[src/rtl/sram_like_arbiter.sv]
// Two-master (instruction/data) to one-slave arbiter for sram-like bus transactions.
// Data wins by default; a starvation counter forces an instruction grant after STARVE_MAX data wins.
module sram_like_arbiter #(
    parameter int ADDR_W     = 32,
    parameter int DATA_W     = 32,
    parameter int STARVE_MAX = 4
) (
    input  logic              clk,
    input  logic              rst,

    input  logic              inst_req,
    input  logic              inst_wr,
    input  logic [1:0]        inst_size,
    input  logic [ADDR_W-1:0] inst_addr,
    input  logic [DATA_W-1:0] inst_wdata,
    output logic [DATA_W-1:0] inst_rdata,
    output logic              inst_addr_ok,
    output logic              inst_data_ok,

    input  logic              data_req,
    input  logic              data_wr,
    input  logic [1:0]        data_size,
    input  logic [ADDR_W-1:0] data_addr,
    input  logic [DATA_W-1:0] data_wdata,
    output logic [DATA_W-1:0] data_rdata,
    output logic              data_addr_ok,
    output logic              data_data_ok,

    output logic              bus_req,
    output logic              bus_wr,
    output logic [1:0]        bus_size,
    output logic [ADDR_W-1:0] bus_addr,
    output logic [DATA_W-1:0] bus_wdata,
    input  logic [DATA_W-1:0] bus_rdata,
    input  logic              bus_addr_ok,
    input  logic              bus_data_ok
);

    typedef enum logic [1:0] {
        IDLE = 2'd0,
        ADDR = 2'd1,
        DATA = 2'd2
    } state_t;

    localparam logic [3:0] STARVE_LIM = 4'(STARVE_MAX);

    state_t     state_q, state_d;
    logic       owner_q, owner_d;   // 0 = inst, 1 = data
    logic [3:0] starve_q, starve_d;

    logic grant_inst, grant_data, granted, sel, cur;
    logic active, accept, done;

    // Arbitration is only consulted in IDLE; afterwards the latched owner steers the bus.
    always_comb begin
        grant_inst = inst_req && (!data_req || starve_q == STARVE_LIM);
        grant_data = data_req && !grant_inst;
        granted    = grant_inst || grant_data;
        sel        = grant_data;
        cur        = (state_q == IDLE) ? sel : owner_q;
        active     = ((state_q == IDLE) && granted) || (state_q == ADDR);
        accept     = active && bus_addr_ok;
        // A data_ok outside DATA or an accept cycle belongs to an abandoned transaction.
        done       = bus_data_ok && ((state_q == DATA) || accept);
    end

    always_comb begin
        bus_req      = !rst && active;
        bus_wr       = cur ? data_wr    : inst_wr;
        bus_size     = cur ? data_size  : inst_size;
        bus_addr     = cur ? data_addr  : inst_addr;
        bus_wdata    = cur ? data_wdata : inst_wdata;
        inst_rdata   = bus_rdata;
        data_rdata   = bus_rdata;
        inst_addr_ok = !rst && accept && !cur;
        data_addr_ok = !rst && accept &&  cur;
        inst_data_ok = !rst && done   && !cur;
        data_data_ok = !rst && done   &&  cur;
    end

    // NOTE: every variable gets a default before the case so no path infers a latch.
    always_comb begin
        state_d  = state_q;
        owner_d  = owner_q;
        starve_d = starve_q;
        unique case (state_q)
            IDLE: begin
                if (granted) begin
                    owner_d = sel;
                    if (!bus_addr_ok)      state_d = ADDR;
                    else if (!bus_data_ok) state_d = DATA;
                end
            end
            ADDR: begin
                if (bus_addr_ok) state_d = bus_data_ok ? IDLE : DATA;
            end
            DATA: begin
                if (bus_data_ok) state_d = IDLE;
            end
            default: state_d = IDLE;
        endcase

        if (accept) begin
            if (cur && inst_req)
                starve_d = (starve_q >= STARVE_LIM) ? STARVE_LIM : starve_q + 4'd1;
            else
                starve_d = 4'd0;
        end
    end

    // NOTE: state registers use non-blocking assignments so all flops update together.
    always_ff @(posedge clk or posedge rst) begin
        if (rst) begin
            state_q  <= IDLE;
            owner_q  <= 1'b0;
            starve_q <= 4'd0;
        end else begin
            state_q  <= state_d;
            owner_q  <= owner_d;
            starve_q <= starve_d;
        end
    end

endmodule
[config.mk]
export PLATFORM = sky130hd
export DESIGN_NAME = sram_like_arbiter
export DESIGN_NICKNAME = d
export VERILOG_FILES = /design/src/rtl/sram_like_arbiter.sv
export SDC_FILE = /design/constraint.sdc
export NUM_CORES = 1
export LEC_CHECK = 0
export ABC_AREA = 0
export CORE_AREA = 2 2 121 123
export CTS_BUF_LIST = sky130_fd_sc_hd__clkbuf_8
export CTS_CLUSTER_DIAMETER = 40
export DETAILED_ROUTE_END_ITERATION = 10
export DIE_AREA = 0 0 123 125
export GPL_ROUTABILITY_DRIVEN = 1
export GPL_TIMING_DRIVEN = 0
export SYNTH_ARGS = -nofsm -noshare
export SYNTH_HDL_FRONTEND = slang
export SYNTH_SLANG_ARGS = --single-unit
[constraint.sdc]
create_clock -name clk -period 1.7 [get_ports clk]
set_input_delay 0.255 -clock clk [delete_from_list [all_inputs] [get_ports clk]]
set_output_delay 0.255 -clock clk [all_outputs]
set_load 0.05 [all_outputs]
==> flow_metrics.py <==
metrics = {
    "cts": {
        "clock_latency_ns": 0.23,
        "h-tree-depth": 1,
        "clk_root_buffer_cell": "clkbuf_8",
        "clk_pin_slew_ns": 0.04,
        "tritoncts": "yes",
        "numCtsBuffers": 3,
        "max-clock-path-buffers": 2,
        "clock-sinks": 7,
    },
    "grt": {
        "grt_start_max_net_pins": 11,
        "track_usage_pct": 10.6,
        "globalRoute.busiestLayer": "met2",
        "grtUsageMet3_pct": 2.28,
        "overflow": 0,
        "grt_pass1_vias": 2571,
        "antenna_found_initial": 0,
        "globalRouteMet1Util_pct": 11.4,
        "grt_pass1_wl_mm": 12.9,
        "use_met2_pct": 21.2,
    },
    "route": {
        "drc": 0,
        "num_vias": 2412,
        "routed_wl_mm": 9.42,
        "antenna_left": 0,
        "post_drt_wl_per_cell_um": 14.2,
        "dr.pass1.iters": 4,
        "viasPerCell": 3.63,
        "drt_iter0_drc": 36,
    },
    "sta": {
        "timing.final.ws_setup_ns": -0.668,
        "max_freq_mhz": 422,
        "min_period_ns": 2.37,
        "setup_viol": 76,
        "tightest_slew_ns": 0.537,
        "fin_crit_sh_pct": 139,
        "whs_ns": 0.451,
        "fin_skew_ns": 0.000301,
        "hold_violations": 0,
        "setup_tns_ns": -45.97,
        "slew-limit-headroom_pct": 64.1,
        "rsz0062_at_grt": "true",
        "drv_slew": 0,
    },
    "floorplan": {
        "fp.dieW_um": 123,
        "die-area_um2": 15400,
        "io_pins": 308,
        "rows": 44,
        "die_h_um": 125,
        "core_area_um2": 14200,
        "start_util_pct": 12.2,
    },
    "layout": {
        "fin_cells": 665,
        "drive_gt1_share_pct": 51.6,
        "nNetsFinal": 656,
        "nFillCells": 1402,
        "antenna_cells": 0,
        "finish.utilization_pct": 36.8,
        "syn2layout_area_growth_pct": 201,
    },
    "placement": {
        "port_buffers": 275,
        "hpwl_mm": 8.00,
        "placed_cells": 644,
        "place.gp.congestion": 0.761,
    },
    "synth": {
        "synth_seq_cells": 7,
        "synthDistinctLibCells": 25,
        "yosysWarnings": 0,
        "netlist_area_um2": 1740,
        "seq_area_frac_synth_pct": 10.1,
        "syn_area_per_cell_um2": 9.39,
        "synth_fp_nets": 359,
        "synthCells": 185,
    },
    "power_and_ir_drop": {
        "comb_power_share_pct": 88.7,
        "p_sw_share_pct": 50.1,
        "clockPowerShare_pct": 6.0,
        "powerDensity_nw_per_um2": 730,
        "seq_power_share_pct": 5.3,
        "p_leak_uw": 0.00226,
        "finalPower_uw": 3820,
        "p_sw_uw": 1910,
        "p_int_uw": 1910,
        "irDropWorstVdd_uv": 433,
    },
    "worst_setup_path": {
        "critPathLaunchType": "register",
        "r2r-start": "starve_q[1]",
        "crit_path_end_kind": "output port",
        "required_ns": 1.44,
        "cp_data_arrival_time_ns": 2.11,
        "r2r_cells": 14,
        "reg2reg_to": "starve_q[2]",
        "crit_fanout": 10,
        "rrSetupSlack_ns": -0.50,
        "worstSetupPathType": "reg -> out",
    },
    "min_path": {
        "hold_path.class": "in -> async",
    },
    "outcome": {
        "violations": "setup timing",
        "outcome": "finished with violations",
    },
    "job": {
        "maxCapViolations": 0,
    },
}
[cells in the final DEF, fill, tap and decap left out, drive strengths merged]
master	synthesis	final
a211oi	1	1
a21oi	1	1
a31o	1	1
a31oi	2	2
and2	1	1
buf	71	159
clkbuf	0	3
clkdlybuf4s15	0	1
clkdlybuf4s50	0	201
dfrtp	7	7
dlygate4sd2	0	2
ha	2	2
inv	3	4
mux2	67	67
nand2	4	4
nand2b	1	1
nand3	1	1
nand4b	2	2
nor2	5	5
nor2b	2	2
nor3	8	8
nor4bb	1	1
o21a	1	1
o22ai	2	2
or2	1	1
or3	1	1
[flip-flops by register name, indices dropped and copies added, names as in the netlist]
name,cells
owner_q,1
state_q,2
starve_q,4
[kinds of logic (layout without fill, tap and decap cells)]
logic type | Yosys count | count (layout) | synth area share [%]
muxes | 67 | 67 | 43.4
DFF | 7 | 7 | 10.1
and+or+nand+nor | 27 | 27 | 8.28
adders and majority gates | 2 | 2 | 1.44
AOI/OAI and AO/OA | 8 | 8 | 3.96
buffers and inverters | 74 | 370 | 32.8
[how the worst max path moves through the flow]
stage,from,end,slack (ns),depth (start not counted)
finish,starve_q[0],bus_addr[28],-0.67,8
global route,starve_q[0],bus_addr[28],-0.77,8
CTS,starve_q[0],bus_wdata[3],-0.70,8
detailed placement,inst_req,bus_wdata[28],-1.56,6
global placement,inst_req,bus_wdata[28],-1.55,6
floorplan,starve_q[0],bus_addr[0],-0.30,6
[through the flow]
step	area (um2)	worst slack, ns
2_1_floorplan	1800	-0.297
3_3_place_gp	4790	-1.55
3_5_place_dp	4790	-1.56
4_1_cts	5110	-0.705
5_1_grt	5230	-0.765
6_report	5230	-0.668
[what timing repair did]
| action | in CTS | in global routing |
|---|---|---|
| hold endpoints to repair | 0 | 0 |
| pin swaps | 6 | 2 |
| hold buffers | 0 | 0 |
| endpoints found under the setup margin | 76 | 76 |
| gates resized for setup | 531 | 17 |
| buffers inserted | 8 | 10 |
[cells in the mapped netlist]
| master | n | area (um2) |
|---|---|---|
| ha_1 | 2 | 25.0 |
| dfrtp_1 | 7 | 175 |
| o21a_1 | 1 | 7.51 |
| buf_4 | 64 | 480 |
| mux2_1 | 6 | 67.6 |
| or2_2 | 1 | 6.26 |
| or3_1 | 1 | 6.26 |
| a21oi_1 | 1 | 5.00 |
| nand2_1 | 4 | 15.0 |
| mux2_2 | 61 | 687 |
| nand3_1 | 1 | 5.00 |
| o22ai_1 | 2 | 12.5 |
| nor4bb_1 | 1 | 10.0 |
| nor3_1 | 8 | 40.0 |
| nor2b_1 | 2 | 12.5 |
| buf_6 | 7 | 78.8 |
| nor2_1 | 5 | 18.8 |
| a31oi_1 | 1 | 6.26 |
| a211oi_1 | 1 | 7.51 |
| nand2b_1 | 1 | 6.26 |
| nand4b_1 | 2 | 17.5 |
| inv_1 | 3 | 11.3 |
| a31oi_4 | 1 | 21.3 |
| and2_1 | 1 | 6.26 |
| a31o_2 | 1 | 8.76 |
[routing by layer]
| layer | vias to the layer above | wire length, um |
|---|---|---|
| met2 | 144 | 4970 |
| met1 | 1089 | 3430 |
| met4 | 0 | 47 |
| met5 | - | 0 |
| li1 | 1173 | - |
| met3 | 6 | 970 |
[power groups by stage]
| stage | registers [uW] | logic (uW) | clock network [uW] |
|---|---|---|---|
| global route | 206 | 3520 | 247 |
| global placement | 202 | 3000 | 0 |
| floorplan | 200 | 1950 | 0 |
| CTS | 202 | 3300 | 233 |
| finish | 204 | 3390 | 228 |
| detailed placement | 204 | 3010 | 0 |
[worst max-delay path: stages, from the launching register on]
cell      delay, ns
dfrtp_1        0.38
inv_2          0.09
ha_4           0.13
nand4b_1       0.18
a31oi_4        0.23
buf_12         0.18
buf_8          0.15
mux2_2         0.36
buf_6          0.16
[final cells by class]
cell class | count | area [um2] | area share [%]
Multi-Input combinational cell | 104 | 1140 | 21.9
Sequential cell | 7 | 175 | 3.35
Clock buffer | 3 | 41.3 | 0.789
Inverter | 3 | 11.3 | 0.215
Tap cell | 184 | 230 | 4.40
Timing Repair Buffer | 292 | 3040 | 58.0
Clock inverter | 1 | 3.75 | 0.0718
Buffer | 71 | 591 | 11.3
(Power assumes the default switching activity.)
